<file path="src/rtl/vending_arbiter.sv">
// -----------------------------------------------------------------------------
// vending_arbiter
//
// Lets N customer coin slots share one vending machine. One slot is granted for
// a whole transaction, chosen round-robin among the requesting slots. While a
// slot holds the grant, its coins go to the machine through a registered
// deposit. The machine's change and beverage signals are routed back to that
// slot only.
//
// The grant is released in three cases:
//   - the transaction completes (SETTLE -> DONE -> IDLE),
//   - the customer drops req before inserting any coin (ARMED -> IDLE),
//   - the customer stays idle in PAID for TIMEOUT cycles. This release raises
//     a one-cycle abandon pulse.
//
// Ports
//   clock          rising-edge clock
//   reset          asynchronous, active-high reset
//   req[N]         per-slot request; held high while the slot wants the machine
//   coin_in[2N]    per-slot coin, slot i at [2i+1:2i]
//                  (0 none, 1 nickel, 2 dime, 3 quarter)
//   vend_enable    machine accepts coins
//   vend_beverage  machine dispensing
//   vend_change[2] machine change coin
//   deposit[2]     registered coin forwarded to the machine
//   grant[N]       one-hot registered grant
//   change_out[2N] per-slot change, gated by grant
//   beverage_out[N] per-slot beverage, gated by grant
//   busy           a grant is active
//   abandon        one-cycle pulse on timeout release
// -----------------------------------------------------------------------------
module vending_arbiter #(
    parameter int N       = 4,
    parameter int TIMEOUT = 15,
    parameter int TO_BITS = 4
) (
    input  logic             clock,
    input  logic             reset,
    input  logic [N-1:0]     req,
    input  logic [2*N-1:0]   coin_in,
    input  logic             vend_enable,
    input  logic             vend_beverage,
    input  logic [1:0]       vend_change,
    output logic [1:0]       deposit,
    output logic [N-1:0]     grant,
    output logic [2*N-1:0]   change_out,
    output logic [N-1:0]     beverage_out,
    output logic             busy,
    output logic             abandon
);

    localparam int PTR_W = (N > 1) ? $clog2(N) : 1;
    localparam logic [1:0] COIN_NONE = 2'd0;
    localparam logic [TO_BITS-1:0] TO_LIMIT = TO_BITS'(TIMEOUT);
    localparam logic [TO_BITS-1:0] TO_MAX   = {TO_BITS{1'b1}};

    typedef enum logic [2:0] {
        S_IDLE   = 3'd0,   // no grant, waiting for requests
        S_ARMED  = 3'd1,   // granted, no coin accepted yet
        S_PAID   = 3'd2,   // at least one coin accepted, machine enabled
        S_SETTLE = 3'd3,   // machine busy returning change / beverage / refund
        S_DONE   = 3'd4    // final cycle so the last machine edge reaches the slot
    } state_t;

    state_t               state_reg, state_next;
    logic [N-1:0]         grant_reg, grant_next;
    logic [1:0]           deposit_reg, deposit_next;
    logic [PTR_W-1:0]     ptr_reg, ptr_next;
    logic [TO_BITS-1:0]   idle_cnt_reg, idle_cnt_next;
    logic                 abandon_reg, abandon_next;

    // -------------------------------------------------------------------------
    // Per-slot gating: coins of the granted slot only, and the machine's
    // change/beverage routed back only to the granted slot.
    // -------------------------------------------------------------------------
    logic [1:0] coin_masked [N];
    logic [1:0] granted_coin;
    logic       granted_req;

    generate
        for (genvar gi = 0; gi < N; gi++) begin : g_slot
            assign coin_masked[gi]          = grant_reg[gi] ? coin_in[2*gi +: 2] : COIN_NONE;
            assign change_out[2*gi +: 2]    = grant_reg[gi] ? vend_change : COIN_NONE;
            assign beverage_out[gi]         = grant_reg[gi] & vend_beverage;
        end
    endgenerate

    // The grant is one-hot, so OR-ing the masked coins selects the granted one.
    always_comb begin
        granted_coin = COIN_NONE;
        for (int i = 0; i < N; i++) begin
            granted_coin = granted_coin | coin_masked[i];
        end
    end

    assign granted_req = |(req & grant_reg);

    // -------------------------------------------------------------------------
    // Round-robin search: first requester strictly after the pointer, wrapping.
    // A slot that drops req while another slot is served keeps its position,
    // because the pointer only moves when a grant is issued.
    // -------------------------------------------------------------------------
    logic             rr_found;
    logic [PTR_W-1:0] rr_win;
    logic [PTR_W:0]   rr_cand;

    always_comb begin
        rr_found = 1'b0;
        rr_win   = ptr_reg;
        rr_cand  = '0;
        for (int k = 1; k <= N; k++) begin
            rr_cand = {1'b0, ptr_reg} + (PTR_W+1)'(k);
            if (rr_cand >= (PTR_W+1)'(N)) begin
                rr_cand = rr_cand - (PTR_W+1)'(N);
            end
            if (!rr_found && req[rr_cand[PTR_W-1:0]]) begin
                rr_found = 1'b1;
                rr_win   = rr_cand[PTR_W-1:0];
            end
        end
    end

    // -------------------------------------------------------------------------
    // Idle counter increment, saturating so it can never wrap back below
    // TIMEOUT.
    // -------------------------------------------------------------------------
    logic [TO_BITS-1:0] idle_cnt_inc;
    assign idle_cnt_inc = (idle_cnt_reg == TO_MAX) ? idle_cnt_reg
                                                   : idle_cnt_reg + TO_BITS'(1);

    // -------------------------------------------------------------------------
    // Next-state / output logic
    // -------------------------------------------------------------------------
    always_comb begin
        state_next    = state_reg;
        grant_next    = grant_reg;
        ptr_next      = ptr_reg;
        idle_cnt_next = idle_cnt_reg;
        abandon_next  = 1'b0;
        deposit_next  = COIN_NONE;

        // A coin latched on the edge where enable falls is refunded by the
        // machine itself; nothing special is done for it here.
        if ((state_reg == S_ARMED || state_reg == S_PAID) && vend_enable) begin
            deposit_next = granted_coin;
        end

        case (state_reg)
            S_IDLE: begin
                if (rr_found) begin
                    grant_next = N'(1) << rr_win;
                    ptr_next   = rr_win;
                    state_next = S_ARMED;
                end
            end

            S_ARMED: begin
                if (!granted_req) begin
                    // Walked away before paying: silent release.
                    state_next   = S_IDLE;
                    grant_next   = '0;
                    deposit_next = COIN_NONE;
                end else if (vend_enable && granted_coin != COIN_NONE) begin
                    state_next    = S_PAID;
                    idle_cnt_next = '0;
                end
            end

            S_PAID: begin
                // req is deliberately ignored here: a paying customer cannot
                // release the machine by dropping req.
                if (!vend_enable) begin
                    state_next    = S_SETTLE;
                    idle_cnt_next = '0;
                end else if (granted_coin != COIN_NONE) begin
                    idle_cnt_next = '0;
                end else if (idle_cnt_inc >= TO_LIMIT) begin
                    state_next    = S_IDLE;
                    grant_next    = '0;
                    abandon_next  = 1'b1;
                    idle_cnt_next = '0;
                end else begin
                    idle_cnt_next = idle_cnt_inc;
                end
            end

            S_SETTLE: begin
                if (vend_enable) begin
                    state_next = S_DONE;
                end
            end

            S_DONE: begin
                // Clearing here guarantees at least one IDLE cycle before the
                // next grant, so grants never overlap.
                grant_next = '0;
                state_next = S_IDLE;
            end

            default: begin
                grant_next    = '0;
                idle_cnt_next = '0;
                state_next    = S_IDLE;
            end
        endcase
    end

    // -------------------------------------------------------------------------
    // State registers
    // -------------------------------------------------------------------------
    always_ff @(posedge clock or posedge reset) begin
        if (reset) begin
            state_reg    <= S_IDLE;
            grant_reg    <= '0;
            deposit_reg  <= COIN_NONE;
            ptr_reg      <= PTR_W'(N - 1);
            idle_cnt_reg <= '0;
            abandon_reg  <= 1'b0;
        end else begin
            state_reg    <= state_next;
            grant_reg    <= grant_next;
            deposit_reg  <= deposit_next;
            ptr_reg      <= ptr_next;
            idle_cnt_reg <= idle_cnt_next;
            abandon_reg  <= abandon_next;
        end
    end

    assign grant   = grant_reg;
    assign deposit = deposit_reg;
    assign abandon = abandon_reg;
    assign busy    = |grant_reg;

endmodule

</file>
<file path="config.mk">
export PLATFORM = sky130hd
export DESIGN_NAME = vending_arbiter
export DESIGN_NICKNAME = d
export VERILOG_FILES = /design/src/rtl/vending_arbiter.sv
export SDC_FILE = /design/constraint.sdc
export NUM_CORES = 1
export LEC_CHECK = 0
export CORE_UTILIZATION = 49
export CTS_CLUSTER_SIZE = 16
export DETAILED_ROUTE_END_ITERATION = 8
export PLACE_DENSITY = 0.84
export RECOVER_POWER = 25
export SLEW_MARGIN = 20
export SYNTH_ARGS = -nofsm -noshare
export SYNTH_HDL_FRONTEND = slang
export SYNTH_SLANG_ARGS = --single-unit
</file>
<file path="constraint.sdc">
create_clock -name clock -period 3.8 [get_ports clock]
set_input_delay 0.38 -clock clock [delete_from_list [all_inputs] [get_ports clock]]
set_output_delay 0.38 -clock clock [all_outputs]
set_load 0.1 [all_outputs]
</file>
# Word-level counts from Yosys, hierarchy flattened
# Cells that the tools add are included.
# W data, S select, Z words.
[totals]
ff_bits = 16
inputBits = 18
out_inout_bits = 20
word_cells = 125
[classes]
order_cmp = 9
bitwise_logic = 10
add_sub_neg = 9
n_reduce_logical = 18
shift = 1
muxes = 56
n_eq_ne = 16
[ops]
columns = ["op", "count"]
rows = [
  ["$mux W4", 11],
  ["$mux W2", 19],
  ["$mux W3", 7],
  ["$pmux W4 S4", 1],
  ["$ge A3 B3 Y1 const B", 4],
  ["$lt A2 B3 Y1 const B", 4],
  ["$mux W1", 12],
  ["$ne A2 B2 Y1 const B", 6],
  ["$pmux W3 S4", 1],
  ["$pmux W4 S3", 1],
  ["$bmux W1 S2", 4],
  ["$reduce_or A4 Y1", 2],
  ["$sub A2 B1 Y2 const B", 4],
  ["$add A2 B2 Y3 const B", 2],
  ["$eq A3 B2 Y1 const B", 2],
  ["$ne A3 B2 Y1 const B", 2],
  ["$or A2 B2 Y2", 3],
  ["$reduce_and A6 Y1", 1],
  ["$logic_and A1 B1 Y1", 5],
  ["$reduce_and A5 Y1", 1],
  ["$add A4 B1 Y4 const B", 1],
  ["$and A1 B1 Y1", 4],
  ["$and A4 B4 Y4", 1],
  ["$eq A4 B4 Y1 const B", 1],
  ["16 further kinds", 20],
]

# Logic depth before layout (Yosys ltp)
# Gate-level depths: netlist of run 1.
[logic_depth]
depth_word = 18
ltp_mapped = 6
mapped_depth_nobuf = 6

# Worst setup path before layout of run 1
# Ideal clock, no wire load.
[synth_timing]
path_type = "register to output"
start = "register grant_reg[1], in the netlist grant[1]"
end = "output port busy"
path_stages_with_launch = 2
required_time_ns = 3.420
path_slack_ns = 1.552
n_path_buf = 0
arrival_ns = 1.868
path_cell_list = "dfrtp_1 or4_1"
[synth_via]
elab_chain_cells = 1
[synth_rtl]
columns = ["item", "line_no", "rtl"]
rows = [
  ["start: declaration", "66", "logic [N-1:0] grant_reg, grant_next;"],
  ["start signal: assignment", "221", "grant_reg <= grant_next;"],
  ["$reduce_or A4 Y1", "232", "assign busy = |grant_reg;"],
  ["end: declaration", "48", "output logic busy,"],
]
# Every way passes these cells.

# Worst setup path in the final report of run 1
# Same ends and word-level chain as after synthesis.

==> flow_summary.ini, run 1 <==
[global_routing]
first_global_vias = 1033
grt_usage_pct = 24.7
grt.busiest_layer = met2
grt_pass1_wl_um = 4790
use_met1_pct = 31.8
grt_use_met2_pct = 40.9
grt_max_degree = 17
antenna_found_initial = 0
grtUsageMet3_pct = 4.24
gr-total-overflow = 0

[floorplanning]
rows = 17
start_util_pct = 51.9
core_area_um2 = 2190
io_pins = 38
die-height_um = 50.2
die_w_um = 50.2
dieArea_um2 = 2520

[setup_path]
r2r_setup_slack_ps = 1730
critPathKind = flip-flop to output pin
regToRegEndpoint = state_reg[1]
rr_worst_depth = 6
worstPathMaxFanout = 9
cp.required_ps = 3420
endpoint_kind = output pin
reg2reg_from = idle_cnt_reg[0]
cp.arrival_ps = 2280
crit_end = busy
crit_start = grant[1]
critPathLaunchType = flip-flop

[sta]
slew_headroom_pct = 34.6
tightest_slew_ps = 978
fin_crit_ps = 2660
rsz0062_at_grt = no
timing.hold.ws_ps = 531
hold_viol = 0
setup_tns_ps = 0
setup_viol = 0
skew_ps = 10.3
finalCritPeriodShare_pct = 70.0
finalMaxSlewViolations = 0
fmax_mhz = 376

[pwr]
irDropWorstVdd_uv = 806
powerDensity_nw_per_um2 = 788
power_leakage_nw = 0.651
total_power_mw = 1.24

[synth]
synth_area_um2 = 1140
synthDistinctLibCells = 42
yosysWarnings = 0
syn_nets = 147
synth_seq_cells = 16
syn_area_per_cell_um2 = 8.89
seq_area_frac_synth_pct = 35.4
syn_inst = 128

[finish]
final_common_cell = clkdlybuf4s50_1
fin_nets = 187
regArea_um2 = 403
area_growth_pct = 38.2
n_antenna_cell = 0
multi_input_area_um2 = 704
layout_common_cells = clkdlybuf4s50_1 (36), and2_1 (14), dfrtp_1 (14)
fin_util_pct = 71.7
drive_above_1_share_pct = 8.98
nFillCells = 161
instances_no_fill = 195

[route]
ant_nets = 0
drtPass1Iterations = 5
drt_iter0_drc = 38
vias = 1166
drc = 0
drt_wl_total_um = 2940
vias_per_cell = 5.98
wl_per_cell_um = 15.1

[clock_tree]
post_cts_resized = 0
clkLatencyLatePin_ps = 290
root_buffer = clkbuf_4
hold_buffers = 0
htree_levels = 1
cts_made_buffers = 3
cts_buffer_depth = 2
tritoncts = yes
clk_pin_slew_worst_paths_ps = 90
cts_setup_buffers = 0
clock_sinks = 16

[placed_design]
placed_cells = 191
numPortBuffers = 37
dp_hpwl_um = 2210
place.gp.congestion = 0.825

[min_path]
worstHoldStart = ptr_reg[0]
min_path_cells = 2
hp-class = flip-flop to flip-flop

[run_status]
status = finished clean

[job]
drv_cap = 0
## where the power goes
group          internal, mW  switching [mW]
combinational         0.247           0.573
sequential            0.225          0.0803
clock                0.0583          0.0559
## synthesized netlist by cell type
cell type  instances  area [um2]
a21boi_0           2        15.0
a21oi_1            8        40.0
a22o_1             2        17.5
a22oi_1            7        52.6
a31oi_1            1        6.26
and2_1            14        87.6
and3_1             1        6.26
and3b_1            1        8.76
and4_1             1        8.76
and4_4             1        11.3
and4bb_1           1        12.5
and4bb_4           1        16.3
clkbuf_1           2        7.51
dfrtp_1           14         350
dfstp_2            2        52.6
ha_1               1        12.5
inv_1              6        22.5
mux2_4             1        15.0
mux2i_1            2        20.0
nand2_1           10        37.5
nand2b_1           5        31.3
nand3_1            5        25.0
nand3b_1           1        7.51
nor2_1             5        18.8
nor2b_1            2        12.5
nor3_1             5        25.0
nor3b_1            1        7.51
nor4_1             1        6.26
o211ai_1           1        7.51
o211ai_2           2        25.0
o21ai_0            6        30.0
o21ai_1            3        15.0
o22ai_1            1        6.26
o22ai_2            1        12.5
o2bb2a_1           2        20.0
o2bb2ai_1          2        17.5
o31ai_1            1        7.51
o31ai_4            1        21.3
or2_2              1        6.26
or2b_1             2        15.0
or4_1              1        7.51
or4_4              1        11.3
## metal layers
layer,vias to the layer above,wire [um]
li1,556,-
met1,552,1280
met2,56,1420
met3,2,235
met4,0,9
met5,-,0
## cells by family after synthesis
family          count (synthesis)  synth area share [%]
fa+ha+maj                       1                  1.10
compound gates                 40                  25.9
mux                             3                  3.08
flops                          16                  35.4
simple gates                   60                  31.9
buf+inv                         8                  2.64
## through the flow
stage | setup slack [ps] | cell area (um2)
floorplan | 1550 | 1140
global placement | 1260 | 1540
detailed placement | 1240 | 1540
CTS | 1130 | 1570
global route | 1060 | 1570
finish | 1140 | 1570
## final cells by class
cell class	count	area share (%)
Clock buffer	4	2.31
Inverter	6	1.43
Multi-Input combinational cell	104	44.8
Sequential cell	16	25.6
Tap cell	28	2.23
Timing Repair Buffer	37	23.6
## critical path, stage by stage, from the launching register on
cell and delay (ps):
dfrtp_1 480, or4_1 540, clkdlybuf4s50_1 980
## worst min path at each step
stage | to | slack, ps
final | ptr_reg[0] | 530
after global routing | ptr_reg[0] | 540
after CTS | deposit[0] | 460
after detailed placement | ptr_reg[0] | 510
after global placement | ptr_reg[0] | 500
after floorplan | abandon | 290
Note: power is estimated with default switching activity, not from simulation.
==> run 2, diff against run 1 <==
--- a/config.mk
+++ b/config.mk
@@ -5,10 +5,10 @@
 export SDC_FILE = /design/constraint.sdc
 export NUM_CORES = 1
 export LEC_CHECK = 0
-export CORE_UTILIZATION = 49
+export CORE_UTILIZATION = 41
 export CTS_CLUSTER_SIZE = 16
 export DETAILED_ROUTE_END_ITERATION = 8
-export PLACE_DENSITY = 0.84
+export PLACE_DENSITY = 0.75
 export RECOVER_POWER = 25
 export SLEW_MARGIN = 20
 export SYNTH_ARGS = -nofsm -noshare
==> constraint.sdc (replaced) <==
create_clock -name clock -period 2.2 [get_ports clock]
set_input_delay 0.22 -clock clock [delete_from_list [all_inputs] [get_ports clock]]
set_output_delay 0.22 -clock clock [all_outputs]
set_load 0.1 [all_outputs]
==> run 2 against run 1 <==
Largest power group unchanged. Register-to-register slack got worse by 1600 ps. Setup slack got worse by 990 ps. Combinational power increased by 87%. Die area increased by 19%. Core utilization decreased by 5.5 points. Via count decreased by 1.2%. Sequential power increased by 75%. Clock skew decreased by 5.9 ps. Cell area increased by 7.2%. Sequential cell count unchanged. Cell count increased by 1.5%.
==> flow_summary.ini, run 2 (same netlist as run 1, synthesis figures left out) <==
[global_routing]
first_global_vias = 1075
gr-total-overflow = 0
antenna_found_initial = 0
grt_pass1_wl_um = 4600
grt_max_degree = 17
grt_usage_pct = 21.8

[pwr]
powerDensity_nw_per_um2 = 1340
irDropWorstVdd_uv = 1440
total_power_mw = 2.25
power_leakage_nw = 0.723

[clock_tree]
clock_sinks = 16
hold_buffers = 0
cts_setup_buffers = 0
cts_made_buffers = 3
cts_buffer_depth = 2
clk_pin_slew_worst_paths_ps = 90
root_buffer = clkbuf_4
tritoncts = yes
post_cts_resized = 0
clkLatencyLatePin_ps = 280
htree_levels = 1

[placed_design]
place.gp.congestion = 0.863
numPortBuffers = 37
dp_hpwl_um = 2440

[run_status]
status = finished clean

[setup_path]
cp.required_ps = 2380
worstPathMaxFanout = 8
worstPathCellList = ha_1 > and4bb_1 > nor3_1 > o31ai_1 > o211ai_2 > mux2_4
r2r_setup_slack_ps = 160
critPathKind = flip-flop to flip-flop
worst_path_largest_cell_delay_ps = 430
cp.arrival_ps = 2220
critPathLaunchType = flip-flop
critPathSlowestCell = dfrtp_1
endpoint_kind = flip-flop

[floorplanning]
io_pins = 38
rows = 18
dieArea_um2 = 2990
die_w_um = 54.7
start_util_pct = 44.7
die-height_um = 54.7
core_area_um2 = 2540

[finish]
fin_util_pct = 66.2
layout_common_cells = clkdlybuf4s50_1 (16), and2_1 (14), buf_12 (12)
nFillCells = 203
n_antenna_cell = 0
fin_nets = 188
regArea_um2 = 407
area_growth_pct = 48.2
final_common_cell = clkdlybuf4s50_1
drive_above_1_share_pct = 23.2
multi_input_area_um2 = 704

[sta]
skew_ps = 4.41
timing.hold.ws_ps = 429
finalMaxSlewViolations = 0
fmax_mhz = 489
setup_viol = 0
setup_tns_ps = 0
finalCritPeriodShare_pct = 92.9
rsz0062_at_grt = no
fin_crit_ps = 2040
hold_viol = 0
slew_headroom_pct = 61.1
tightest_slew_ps = 584

[route]
vias = 1152
drt_iter0_drc = 28
drc = 0
drtPass1Iterations = 4
ant_nets = 0
drt_wl_total_um = 2980
wl_per_cell_um = 15.1
vias_per_cell = 5.82

[min_path]
hp-class = primary input to async pin

[job]
drv_cap = 0
## run 2: changes by cell type in the layout (fill, tap and decap cells not counted), sizes merged
cell / change
buf: +21
clkdlybuf4s50: -20
## run 2: power by group
group	total, mW	internal, mW	switching (mW)
combinational	1.53	0.500	1.03
sequential	0.534	0.392	0.142
clock	0.189	0.101	0.0880
## run 2: critical path, delay by kind of cell, from the launching register on
| family | cells | cell delay [ps] |
|---|---|---|
| and+or+nand+nor | 2 | 430 |
| DFF | 1 | 430 |
| adders and majority gates | 1 | 290 |
| AOI/OAI and AO/OA | 2 | 470 |
| muxes | 1 | 320 |
## run 2: final timing paths
kind                            startpoint      endpoint  cells past startpoint
max                        idle_cnt_reg[0]  state_reg[1]                      6
min                                  reset      grant[3]                      2
max reg2reg                idle_cnt_reg[0]  state_reg[1]                      6
min reg2reg                     ptr_reg[0]    ptr_reg[0]                      2
max in group asynchronous            reset      grant[0]                      2
min in group clock              ptr_reg[0]    ptr_reg[0]                      2
## run 2: layer usage
| layer | track usage (%) | part of all wire [%] |
|---|---|---|
| met2 | 39.4 | 48 |
| met1 | 24.0 | 41 |
| met4 | 11.5 | 2.1 |
| met3 | 3.33 | 8.8 |
| met5 | 0 | 0 |
## run 2: through the flow
step           setup slack [ps]  instances  cell area (um2)
5_1_grt                    27.2        198             1690
4_1_cts                     139        198             1690
3_3_place_gp                191        194             1650
3_5_place_dp                118        194             1650
2_1_floorplan              40.9        128             1140
6_report                    155        198             1690
## run 2: cell type report
| class | instances | share of cell area [%] |
|---|---|---|
| sequential | 16 | 24.1 |
| inverter | 6 | 1.34 |
| timing repair buffer | 38 | 28.4 |
| tap | 30 | 2.23 |
| clock buffer | 4 | 2.15 |
| multi-input combinational | 104 | 41.8 |
